### config.mk
export PLATFORM = sky130hd
export DESIGN_NAME = calc2_port_sequencer
export DESIGN_NICKNAME = d
export VERILOG_FILES = /design/src/rtl/calc2_port_sequencer.sv
export SDC_FILE = /design/constraint.sdc
export NUM_CORES = 1
export LEC_CHECK = 0
export ABC_AREA = 1
export BUFFER_PORTS_ARGS = -buffer_cell sky130_fd_sc_hd__buf_2
export CORE_MARGIN = 4
export CORE_UTILIZATION = 45
export DETAILED_ROUTE_END_ITERATION = 10
export HOLD_SLACK_MARGIN = 0.06
export PLACE_DENSITY = 0.79
export SLEW_MARGIN = 20
export SYNTH_ARGS = -nofsm -noshare
export SYNTH_HDL_FRONTEND = slang
export SYNTH_SLANG_ARGS = --single-unit
export TNS_END_PERCENT = 10
### constraint.sdc
create_clock -name c_clk -period 2.2 [get_ports c_clk]
set_input_delay 0.22 -clock c_clk [delete_from_list [all_inputs] [get_ports c_clk]]
set_output_delay 0.22 -clock c_clk [all_outputs]
set_load 0.05 [all_outputs]
### src/rtl/calc2_port_sequencer.sv
// calc2 port sequencer: splits whole commands into the two-cycle calc2
// request protocol, tracks tags in flight and synthesises timeouts.
module calc2_port_sequencer #(
  parameter int TIMEOUT         = 64,
  parameter int MAX_OUTSTANDING = 4
) (
  input  logic        c_clk,
  input  logic        reset,
  input  logic        req_valid,
  output logic        req_ready,
  input  logic [3:0]  req_cmd,
  input  logic [31:0] req_op1,
  input  logic [31:0] req_op2,
  output logic [1:0]  req_tag,
  output logic [3:0]  calc_cmd,
  output logic [31:0] calc_data,
  output logic [1:0]  calc_tag,
  input  logic [1:0]  calc_resp,
  input  logic [31:0] calc_rdata,
  input  logic [1:0]  calc_rtag,
  output logic        rsp_valid,
  output logic [1:0]  rsp_code,
  output logic [31:0] rsp_data,
  output logic [1:0]  rsp_tag,
  output logic        err_spurious,
  output logic [2:0]  outstanding
);

  typedef enum logic [1:0] {IDLE, P1, P2} state_e;

  localparam logic [9:0] TMO  = 10'(TIMEOUT);
  localparam logic [9:0] TLIM = 10'(TIMEOUT - 1);

  state_e      state_q, state_d;
  logic [3:0]  ccmd_q, ccmd_d;
  logic [31:0] cdata_q, cdata_d;
  logic [1:0]  ctag_q, ctag_d;
  logic [31:0] op2_q, op2_d;
  logic [1:0]  itag_q, itag_d;
  logic [3:0]  infl_q, infl_d;
  logic [9:0]  cnt_q [4];
  logic [9:0]  cnt_d [4];
  logic        rv_q, rv_d;
  logic [1:0]  rc_q, rc_d;
  logic [31:0] rd_q, rd_d;
  logic [1:0]  rt_q, rt_d;
  logic        spur_q, spur_d;

  logic        free_any;
  logic [1:0]  alloc;
  logic        accept;
  logic        hit;
  logic [3:0]  expd;
  logic        exp_any;
  logic [1:0]  exp_tag;
  logic [3:0]  freed;

  always_comb begin
    free_any = 1'b0;
    alloc    = '0;
    for (int i = MAX_OUTSTANDING - 1; i >= 0; i--) begin
      if (!infl_q[i]) begin
        free_any = 1'b1;
        alloc    = 2'(i);
      end
    end
    expd = '0;
    for (int i = 0; i < MAX_OUTSTANDING; i++) begin
      expd[i] = infl_q[i] && (cnt_q[i] >= TLIM);
    end
    exp_any = 1'b0;
    exp_tag = '0;
    for (int i = 3; i >= 0; i--) begin
      if (expd[i]) begin
        exp_any = 1'b1;
        exp_tag = 2'(i);
      end
    end
  end

  assign req_ready = !reset && free_any &&
                     (state_q == IDLE || state_q == P2);
  assign req_tag   = alloc;
  assign accept    = req_valid && req_ready;
  assign hit       = (calc_resp != 2'd0) && infl_q[calc_rtag];

  // Real responses own the rsp port; expired tags wait (saturated).
  always_comb begin
    rv_d   = 1'b0;
    rc_d   = '0;
    rd_d   = '0;
    rt_d   = '0;
    freed  = '0;
    spur_d = (calc_resp != 2'd0) && !infl_q[calc_rtag];
    if (hit) begin
      rv_d             = 1'b1;
      rc_d             = calc_resp;
      rd_d             = calc_rdata;
      rt_d             = calc_rtag;
      freed[calc_rtag] = 1'b1;
    end else if (exp_any) begin
      rv_d           = 1'b1;
      rc_d           = 2'd3;
      rt_d           = exp_tag;
      freed[exp_tag] = 1'b1;
    end
    infl_d = infl_q & ~freed;
    if (accept) infl_d[alloc] = 1'b1;
    for (int i = 0; i < 4; i++) begin
      cnt_d[i] = cnt_q[i];
      if (infl_q[i] && cnt_q[i] != TMO)
        cnt_d[i] = cnt_q[i] + 10'd1;
      if (accept && alloc == 2'(i))
        cnt_d[i] = '0;
    end
  end

  always_comb begin
    state_d = state_q;
    ccmd_d  = '0;
    cdata_d = '0;
    ctag_d  = '0;
    op2_d   = op2_q;
    itag_d  = itag_q;
    unique case (state_q)
      IDLE, P2: begin
        if (accept) begin
          state_d = P1;
          ccmd_d  = req_cmd;
          cdata_d = req_op1;
          ctag_d  = alloc;
          op2_d   = req_op2;
          itag_d  = alloc;
        end else begin
          state_d = IDLE;
        end
      end
      P1: begin
        state_d = P2;
        cdata_d = op2_q;
        ctag_d  = itag_q;
      end
      default: state_d = IDLE;
    endcase
  end

  always_ff @(posedge c_clk) begin
    if (reset) begin
      state_q <= IDLE;
      ccmd_q  <= '0;
      cdata_q <= '0;
      ctag_q  <= '0;
      op2_q   <= '0;
      itag_q  <= '0;
      infl_q  <= '0;
      for (int i = 0; i < 4; i++) cnt_q[i] <= '0;
      rv_q    <= 1'b0;
      rc_q    <= '0;
      rd_q    <= '0;
      rt_q    <= '0;
      spur_q  <= 1'b0;
    end else begin
      state_q <= state_d;
      ccmd_q  <= ccmd_d;
      cdata_q <= cdata_d;
      ctag_q  <= ctag_d;
      op2_q   <= op2_d;
      itag_q  <= itag_d;
      infl_q  <= infl_d;
      for (int i = 0; i < 4; i++) cnt_q[i] <= cnt_d[i];
      rv_q    <= rv_d;
      rc_q    <= rc_d;
      rd_q    <= rd_d;
      rt_q    <= rt_d;
      spur_q  <= spur_d;
    end
  end

  assign calc_cmd     = ccmd_q;
  assign calc_data    = cdata_q;
  assign calc_tag     = ctag_q;
  assign rsp_valid    = rv_q;
  assign rsp_code     = rc_q;
  assign rsp_data     = rd_q;
  assign rsp_tag      = rt_q;
  assign err_spurious = spur_q;
  assign outstanding  = 3'($countones(infl_q));

endmodule

== Word-level counts from Yosys, hierarchy flattened ==
Memories as Yosys holds them, arrays and structs flattened.
Index checks and enable logic that the tools add are counted.

* $add $sub $neg: 7
* Multipliers: 0
* Div/mod/pow operators: 0
* Order comparisons: 10
* Equal/unequal tests: 9
* Shifts and indexed selects: 0
* Mux-type cells: 54
* Bitwise logic cells: 10
* Reductions and logical operators: 30

{| class="wikitable"
|+ Operator list
! operator !! count
|-
| $mux 10 || 12
|-
| $pmux 32 s2 || 1
|-
| $add 10x1->10 const B || 4
|-
| $ge 10x6->1 const B || 4
|-
| $ne 10x7->1 const B || 4
|-
| $mux 32 || 1
|-
| $mux 2 || 13
|-
| $logic_and 1x1->1 || 20
|-
| $mux 1 || 18
|-
| $mux 4 || 3
|-
| $lt 2x3->1 const B || 3
|-
| $pmux 2 s2 || 2
|-
| $demux 1 s2 || 3
|-
| $eq 2x2->1 const B || 3
|-
| $ge 2x1->1 const B || 3
|-
| $add 1x1->2 || 2
|-
| $and 4x4->4 || 1
|-
| $eq 2x1->1 const B || 2
|-
| $logic_not 2->1 || 2
|-
| $not 4->4 || 1
|-
| $or 1x1->1 || 4
|-
| $or 4x4->4 || 1
|-
| $reduce_or 2->1 || 2
|-
| $add 2x2->3 || 1
|-
| other kinds (7) || 10
|}

* Register bits after elaboration: 116
* Bits in latches: 0
* RAM bits: 40
* Bits in read-only memories: 0
* Input port bits: 107
* Output and inout bits: 82
* Logic and storage cells: 133
* Memories: 1

{| class="wikitable"
|+ Memories
! name !! words !! width !! read ports !! clocked after Yosys merged registers in !! write ports !! line !! RTL
|-
| cnt_q || 4 || 10 || 4 || 0 || 4 || 41 || <nowiki>logic [9:0] cnt_q [4];</nowiki>
|}

== Logic depth before layout (Yosys ltp) ==
Gate-level depths: netlist (run 1).
An unclocked memory read counts as a cell.

* Depth after elaboration: 17
* Gate-level depth with buffers: 12
* Depth with buffers taken out: 12

== Worst setup path after synthesis (run 1) ==
OpenSTA, ideal clock, no wires.

* Kind: reg-to-output
* Start: register infl_q[0]
* End: output outstanding[1]
* Data arrival time: 1781 ps
* Required time: 1980 ps
* Path slack: 199 ps
* Stages on the path, launching flop included: 7
* Buffers on the path: 1
* Cells stage by stage: dfxtp_1 -> buf_2 -> inv_1 -> fa_1 -> inv_1 -> ha_1 -> ha_1

* Word-level cells in the longest chain between the ends: 2

{| class="wikitable"
|+ RTL lines
! what !! line !! RTL
|-
| start, declared || 40 || <nowiki>logic [3:0] infl_q, infl_d;</nowiki>
|-
| start signal, assigned || 169 || <nowiki>infl_q <= infl_d;</nowiki>
|-
| $add 1x1->2 (implied by the code) || 187 || <nowiki>assign outstanding = 3'($countones(infl_q));</nowiki>
|-
| $add 2x2->3 (implied by the code) || 187 ||
|-
| end, declared || 26 || <nowiki>output logic [2:0] outstanding</nowiki>
|}

Every way passes these cells.

== Final worst setup path (run 1) ==
* Start: register infl_q[3]
* End: output outstanding[1]

Same word-level chain as after synthesis.

==> results_tabular.tex, run 1 <==
\begin{tabular}{lr}
\hline
Metric & Value \\
\hline
\multicolumn{2}{l}{\textbf{Status}} \\
Outcome & finished, final reports clean \\
\multicolumn{2}{l}{\textbf{Detailed routing}} \\
Routed via count divided by cell count & 4.98 \\
WL final & 19.1 mm \\
Drt drc & 0 \\
Number of detailed-route iterations in the first pass & 5 \\
Violation count after the first detailed-route iteration & 381 \\
Total via count after detailed routing & 6,559 \\
Post-route ant nets & 0 \\
Drt wl/cell & 14.5 um \\
\multicolumn{2}{l}{\textbf{Timing}} \\
Relative slew slack & 59.4\% \\
Number of endpoints failing setup at the final stage & 0 \\
Final TNS setup & 0 ps \\
Total count of max-transition violations in the final report & 0 \\
Highest Clock Rate & 458 MHz \\
Fin crit period & 2180 ps \\
Final worst path period share & 99.2\% \\
Unrepaired setup endpoints after global routing & true \\
Measured slew at the worst slew-check pin & 609 ps \\
Max Clock Skew & 7.00 ps \\
Final hold violation count & 0 \\
\multicolumn{2}{l}{\textbf{Final layout}} \\
Post-route non-filler standard cell count & 1,318 \\
Share of post-route cells with drive strength above 1 & 22.9\% \\
Fin area & 0.00904 mm2 \\
Final nets & 1,248 \\
Count of filler cells inserted in the layout & 1,054 \\
Area taken by multi-input logic gates & 0.00261 mm2 \\
Number of diodes added for antenna fixing & 0 \\
Post-synthesis to final-layout area growth & 44.2\% \\
Final cell utilization of the core & 67.2\% \\
Footprint of the flip-flops and latches & 0.00313 mm2 \\
\multicolumn{2}{l}{\textbf{Floorplanning}} \\
Top-Level Pins & 189 \\
Core box area & 0.0135 mm2 \\
Die Y & 126 um \\
FP Rows & 42 \\
Starting utilization of the core area & 46.6\% \\
DIE AREA & 0.0159 mm2 \\
Die span in x & 126 um \\
\multicolumn{2}{l}{\textbf{Placement}} \\
Port Buffer Count & 188 \\
Placed standard-cell area & 0.00738 mm2 \\
Detailed Place HPWL & 10.9 mm \\
Total placed cells including tap cells & 1,188 \\
Gpl congestion & 0.904 \\
\multicolumn{2}{l}{\textbf{Worst hold path}} \\
Hold Crit Class & primary input to flop \\
Startpoint of the most critical hold path & req\_op1[8] \\
Hold Path Depth & 3 \\
\multicolumn{2}{l}{\textbf{Synth}} \\
Post-Synthesis Cells & 843 \\
Total nets after synthesis & 961 \\
Count of yosys warnings during synthesis & 0 \\
Total of flip-flops plus latches after synthesis & 156 \\
Total standard cell area after synthesis & 0.00627 mm2 \\
Post-synthesis sequential area ratio & 49.8\% \\
Count of cell types in the netlist & 34 \\
Mean post-synth cell area & 7.44 um2 \\
\multicolumn{2}{l}{\textbf{Clock tree}} \\
Total number of clock tree sinks & 156 \\
Latest clock arrival within the worst-skew pair & 430 ps \\
Post-CTS clock slew at the launch and capture registers of the worst setup and hold paths & 60 ps \\
Number of clock buffers inserted by TritonCTS & 17 \\
Longest Clk Path Bufs & 2 \\
Setup repair bufs after CTS & 0 \\
Buffer type at the clock tree root & clkbuf\_16 \\
H-tree levels & 4 \\
TritonCTS clock tree & done \\
\multicolumn{2}{l}{\textbf{GRT}} \\
Antenna violations before repair & 1 \\
Largest net degree at the start of global routing & 98 \\
Via count of the first global-routing pass & 6,429 \\
Global-route wire length before repair & 30.5 mm \\
Total global-route track usage & 23.6\% \\
Total overflow reported by the global router & 0 \\
\multicolumn{2}{l}{\textbf{Critical path}} \\
Data arrival, critical path & 1960 ps \\
Start point of the critical path & infl\_q[3] \\
Max incr delay on CP & 510 ps \\
Critical Path Most Common Cell & ha\_4 \\
Worst path depth & 6 \\
Buffer and inverter count on the worst path & 3 \\
Nature of the critical path startpoint & flop \\
Kind of end point of the critical path & primary output \\
Top delay family on crit path & adder cells \\
Required time of the critical path & 1980 ps \\
Worst-case reg-to-reg path depth & 10 \\
Classification of the worst setup path & flop to primary output \\
Critical path, cell by cell & inv\_1 -> fa\_1 -> inv\_2 -> ha\_4 -> ha\_4 -> buf\_8 \\
CP max-delay cell & fa\_1 \\
Maximum fanout along the worst path & 3 \\
R2r startpoint & cnt\_q[3][0] \\
\multicolumn{2}{l}{\textbf{Pwr}} \\
Power per cell area & 747 mW/mm2 \\
Total leakage power & 0.00411 uW \\
Worst voltage drop across the vdd grid & 0.000526 V \\
\multicolumn{2}{l}{\textbf{Run}} \\
MaxCap Viol Count & 0 \\
\hline
\end{tabular}
-- power by group --
part / internal (uW) / switching (uW)
Sequential: 2910 / 41.6
Clock: 1990 / 1140
Combinational: 278 / 394
-- flip-flops by register name, summed over array words and instances (netlist names), 4 cells and up --
| register | count |
|---|---|
| cnt_q | 40 |
| calc_data | 32 |
| op2_q | 32 |
| rsp_data | 32 |
| calc_cmd | 4 |
| infl_q | 4 |
-- timing repair --
item / in CTS / in global routing
hold endpoints to repair: 99 / 0
setup endpoints to repair: 2 / 3
pin swaps: 2 / 0
hold buffers: 99 / 0
gates resized for setup: 9 / 2
-- worst register-to-register path: cells and delay by family, from the launching register on --
kind	cells	cell delay (ps)
adders and majority gates	1	170
buffers and inverters	2	360
DFF	1	340
and+or+nand+nor	7	810
-- layout by cell type (no fill, tap or decap), types with 14 or more instances in the layout --
master,synthesis,final
nand3_1,20,20
nand2_1,248,248
xor2_1,14,14
o21ai_0,37,37
dfxtp_1,156,154
clkbuf_16,0,17
buf_2,14,187
inv_1,101,98
nor2_1,78,77
a21oi_1,72,72
nor3_1,16,16
dlygate4sd3_1,0,99
-- final timing paths --
path	to	slack [ps]
worst max-delay path	outstanding[1]	20
worst min-delay path	calc_data[8]	70
worst max register to register	cnt_q[3][6]	460
worst min register to register	state_q[1]	450
-- synthesized netlist by cell type --
library cell	count	area, um2
a31oi_1	1	6.26
and3_1	2	12.5
nand2_1	248	931
xor2_1	14	123
nand2_4	2	22.5
o211ai_1	1	7.51
nor2_1	78	293
nor2_2	3	18.8
nand3b_1	1	7.51
clkbuf_1	11	41.3
nand2_2	7	43.8
nand4_1	11	68.8
nand3_2	1	10.0
nor3b_1	2	15.0
a21oi_2	2	17.5
o311ai_0	1	8.76
dfxtp_1	156	3120
buf_2	14	70.1
xnor2_1	1	8.76
nand3_1	20	100
ha_1	10	125
buf_4	1	7.51
nor3_2	3	30.0
nor3_1	16	80.1
fa_1	1	20.0
o21bai_1	1	7.51
inv_2	5	18.8
a21oi_1	72	360
o21ai_0	37	185
clkinv_1	2	7.51
o21ai_1	13	65.1
inv_1	101	379
buf_6	4	45.0
nor3b_2	1	12.5
-- cell families after synthesis --
group | count (synthesis) | share of synthesized area (%)
AOI/OAI and AO/OA | 128 | 10.5
buffers and inverters | 138 | 9.08
DFF | 156 | 49.8
adders and majority gates | 11 | 2.31
xor gates and xnor gates | 15 | 2.09
and+or+nand+nor | 395 | 26.2
-- through the flow --
step | worst slack, ps | total power [uW] | hold WS, ps
6_report | 18.6 | 6750 | 67.4
5_1_grt | -31.3 | 6970 | 65.2
4_1_cts | -9.14 | 6740 | 61.0
3_5_place_dp | 303 | 3500 | 426
3_3_place_gp | 310 | 3500 | 417
2_1_floorplan | 199 | 3320 | 332
-- routing by layer --
metal | share of wire (%) | vias to the layer above | GRT usage [%]
met5 | 0 | - | 0
met4 | 4.7 | 0 | 13.1
met3 | 8.7 | 83 | 8.55
met2 | 49 | 321 | 40.3
met1 | 38 | 2954 | 25.4
li1 | - | 3201 | -
-- area by class of cell --
| cell class | count | area share, % |
|---|---|---|
| flip-flops and latches | 156 | 34.6 |
| multi-input cells | 549 | 28.8 |
| repair buffers | 298 | 22.7 |
| clock buffers | 22 | 5.24 |
| inverters | 108 | 4.48 |
| well taps | 176 | 2.43 |
| clock inverters | 9 | 1.77 |
Power figures use the tool's default switching activity.
==> run 2: changes to the inputs <==
CAP_MARGIN = 20   (was not set)
clock period = 2.58 ns   (was 2.2 ns; I/O delays follow)
==> run 2 against run 1 <==
Sequential cell count stayed put. First-iteration DRC count rose by 6.8%. Sequential power is 15% lower. Clock power down 19%. Core utilization fell by 3.4 points. Highest routed layer unchanged. Sequential share of layout area is 1.8 points higher. Clock-buffer cell count grew 2. Clock skew hardly changed.
==> results_tabular.tex, run 2 (synthesis gave the netlist of run 1 again) <==
\begin{tabular}{lr}
\hline
Metric & Value \\
\hline
\multicolumn{2}{l}{\textbf{Status}} \\
Outcome & finished, final reports clean \\
\multicolumn{2}{l}{\textbf{Clock tree}} \\
Post-CTS clock slew at the launch and capture registers of the worst setup and hold paths & 60 ps \\
Total number of clock tree sinks & 156 \\
H-tree levels & 4 \\
Buffer type at the clock tree root & clkbuf\_16 \\
Latest clock arrival within the worst-skew pair & 410 ps \\
Number of clock buffers inserted by TritonCTS & 17 \\
TritonCTS clock tree & done \\
Longest Clk Path Bufs & 2 \\
\multicolumn{2}{l}{\textbf{Timing}} \\
Highest Clock Rate & 412 MHz \\
Relative slew slack & 64.6\% \\
Total count of max-transition violations in the final report & 0 \\
Final hold violation count & 0 \\
Final TNS setup & 0 ps \\
Number of endpoints failing setup at the final stage & 0 \\
Measured slew at the worst slew-check pin & 531 ps \\
Unrepaired setup endpoints after global routing & false \\
Worst-case setup margin in the final layout & 152 ps \\
Max Clock Skew & 6.70 ps \\
Final worst path period share & 94.1\% \\
Fin crit period & 2430 ps \\
\multicolumn{2}{l}{\textbf{Detailed routing}} \\
Routed via count divided by cell count & 4.77 \\
Violation count after the first detailed-route iteration & 407 \\
WL final & 16.5 mm \\
Total via count after detailed routing & 6,090 \\
Drt wl/cell & 12.9 um \\
Post-route ant nets & 0 \\
Number of detailed-route iterations in the first pass & 5 \\
Drt drc & 0 \\
\multicolumn{2}{l}{\textbf{Pwr}} \\
Total power & 5560 uW \\
Power per cell area & 647 mW/mm2 \\
Worst voltage drop across the vdd grid & 0.000547 V \\
Total leakage power & 0.00393 uW \\
\multicolumn{2}{l}{\textbf{Placement}} \\
Gpl congestion & 0.861 \\
Total placed cells including tap cells & 1,182 \\
Setup slack after placement & 448 ps \\
Port Buffer Count & 188 \\
Detailed Place HPWL & 10.9 mm \\
Placed standard-cell area & 0.00732 mm2 \\
\multicolumn{2}{l}{\textbf{Floorplanning}} \\
Die Y & 126 um \\
Top-Level Pins & 189 \\
FP Rows & 42 \\
Die span in x & 126 um \\
DIE AREA & 0.0159 mm2 \\
Core box area & 0.0135 mm2 \\
Starting utilization of the core area & 46.6\% \\
\multicolumn{2}{l}{\textbf{Final layout}} \\
Number of flip-flops in the largest register & 40 \\
Fin area & 0.00859 mm2 \\
Most flops, register & cnt\_q \\
Final nets & 1,209 \\
Most common cell after layout, fill and taps aside & nand2\_1 \\
Post-synthesis to final-layout area growth & 37.0\% \\
Post-route non-filler standard cell count & 1,278 \\
Commonest cells after routing, fill and taps aside & 248 x nand2\_1, 187 x buf\_2, 154 x dfxtp\_1 \\
Share of post-route cells with drive strength above 1 & 22.5\% \\
Number of diodes added for antenna fixing & 0 \\
\multicolumn{2}{l}{\textbf{Critical path}} \\
Nature of the critical path startpoint & flop \\
Required time of the critical path & 2320 ps \\
Setup slack of the most critical reg-to-reg path & 780 ps \\
Classification of the worst setup path & flop to primary output \\
Kind of end point of the critical path & primary output \\
Data arrival, critical path & 2170 ps \\
Maximum fanout along the worst path & 7 \\
\multicolumn{2}{l}{\textbf{GRT}} \\
Via count of the first global-routing pass & 5,886 \\
Total global-route track usage & 20.5\% \\
Met1 track demand over resource & 23.7\% \\
Total overflow reported by the global router & 0 \\
Global-route wire length before repair & 27.1 mm \\
Busiest grt layer & met2 \\
Antenna violations before repair & 0 \\
Met3 layer usage reported by global route & 6.48\% \\
Fraction of met2 tracks used by global routing & 35.7\% \\
Largest net degree at the start of global routing & 98 \\
\multicolumn{2}{l}{\textbf{Run}} \\
MaxCap Viol Count & 0 \\
\multicolumn{2}{l}{\textbf{Worst hold path}} \\
Hold Crit Class & primary input to flop \\
\hline
\end{tabular}
-- run 2: cell type report --
class / instances / area [um2]
fillers: 1103 / 4860
flip-flops and latches: 156 / 3130
multi-input cells: 549 / 2580
repair buffers: 259 / 1650
clock buffers: 24 / 492
inverters: 108 / 405
well taps: 176 / 220
clock inverters: 6 / 110
-- run 2: final timing paths --
path,end,cells past startpoint,startpoint
worst max-delay path,outstanding[1],6,infl_q[3]
worst min-delay path,rsp_data[13],3,calc_rdata[13]
worst max register to register,cnt_q[2][5],9,cnt_q[2][0]
worst min register to register,state_q[1],1,state_q[1]
-- run 2: metal layers --
metal	part of all wire [%]	up-vias
li1	-	3118
met4	2.3	0
met5	0	-
met3	7.2	33
met2	50	214
met1	41	2725
-- run 2: what timing repair did --
action	CTS	global route
resized for setup	1	2
setup endpoints to repair	1	1
endpoints found under the hold margin	66	0
hold buffers	66	0
buffers inserted	0	0
-- run 2: through the flow --
stage	hold slack (ps)	utilization (%)
after floorplan	370	-
after global placement	433	54.4
after detailed placement	446	54.4
after CTS	66.8	63.8
after global routing	80.1	63.9
final	80.5	63.9
-- run 2: where the power goes --
group	switching [uW]	internal, uW
registers	35.0	2480
clock network	931	1610
logic	304	198
total	1270	4290
-- run 2: worst max-delay path, cell delays in order (launching register included) --
cell	delay, ps
dfxtp_1	440
inv_1	120
fa_1	520
inv_1	50
ha_1	170
ha_1	270
buf_4	190
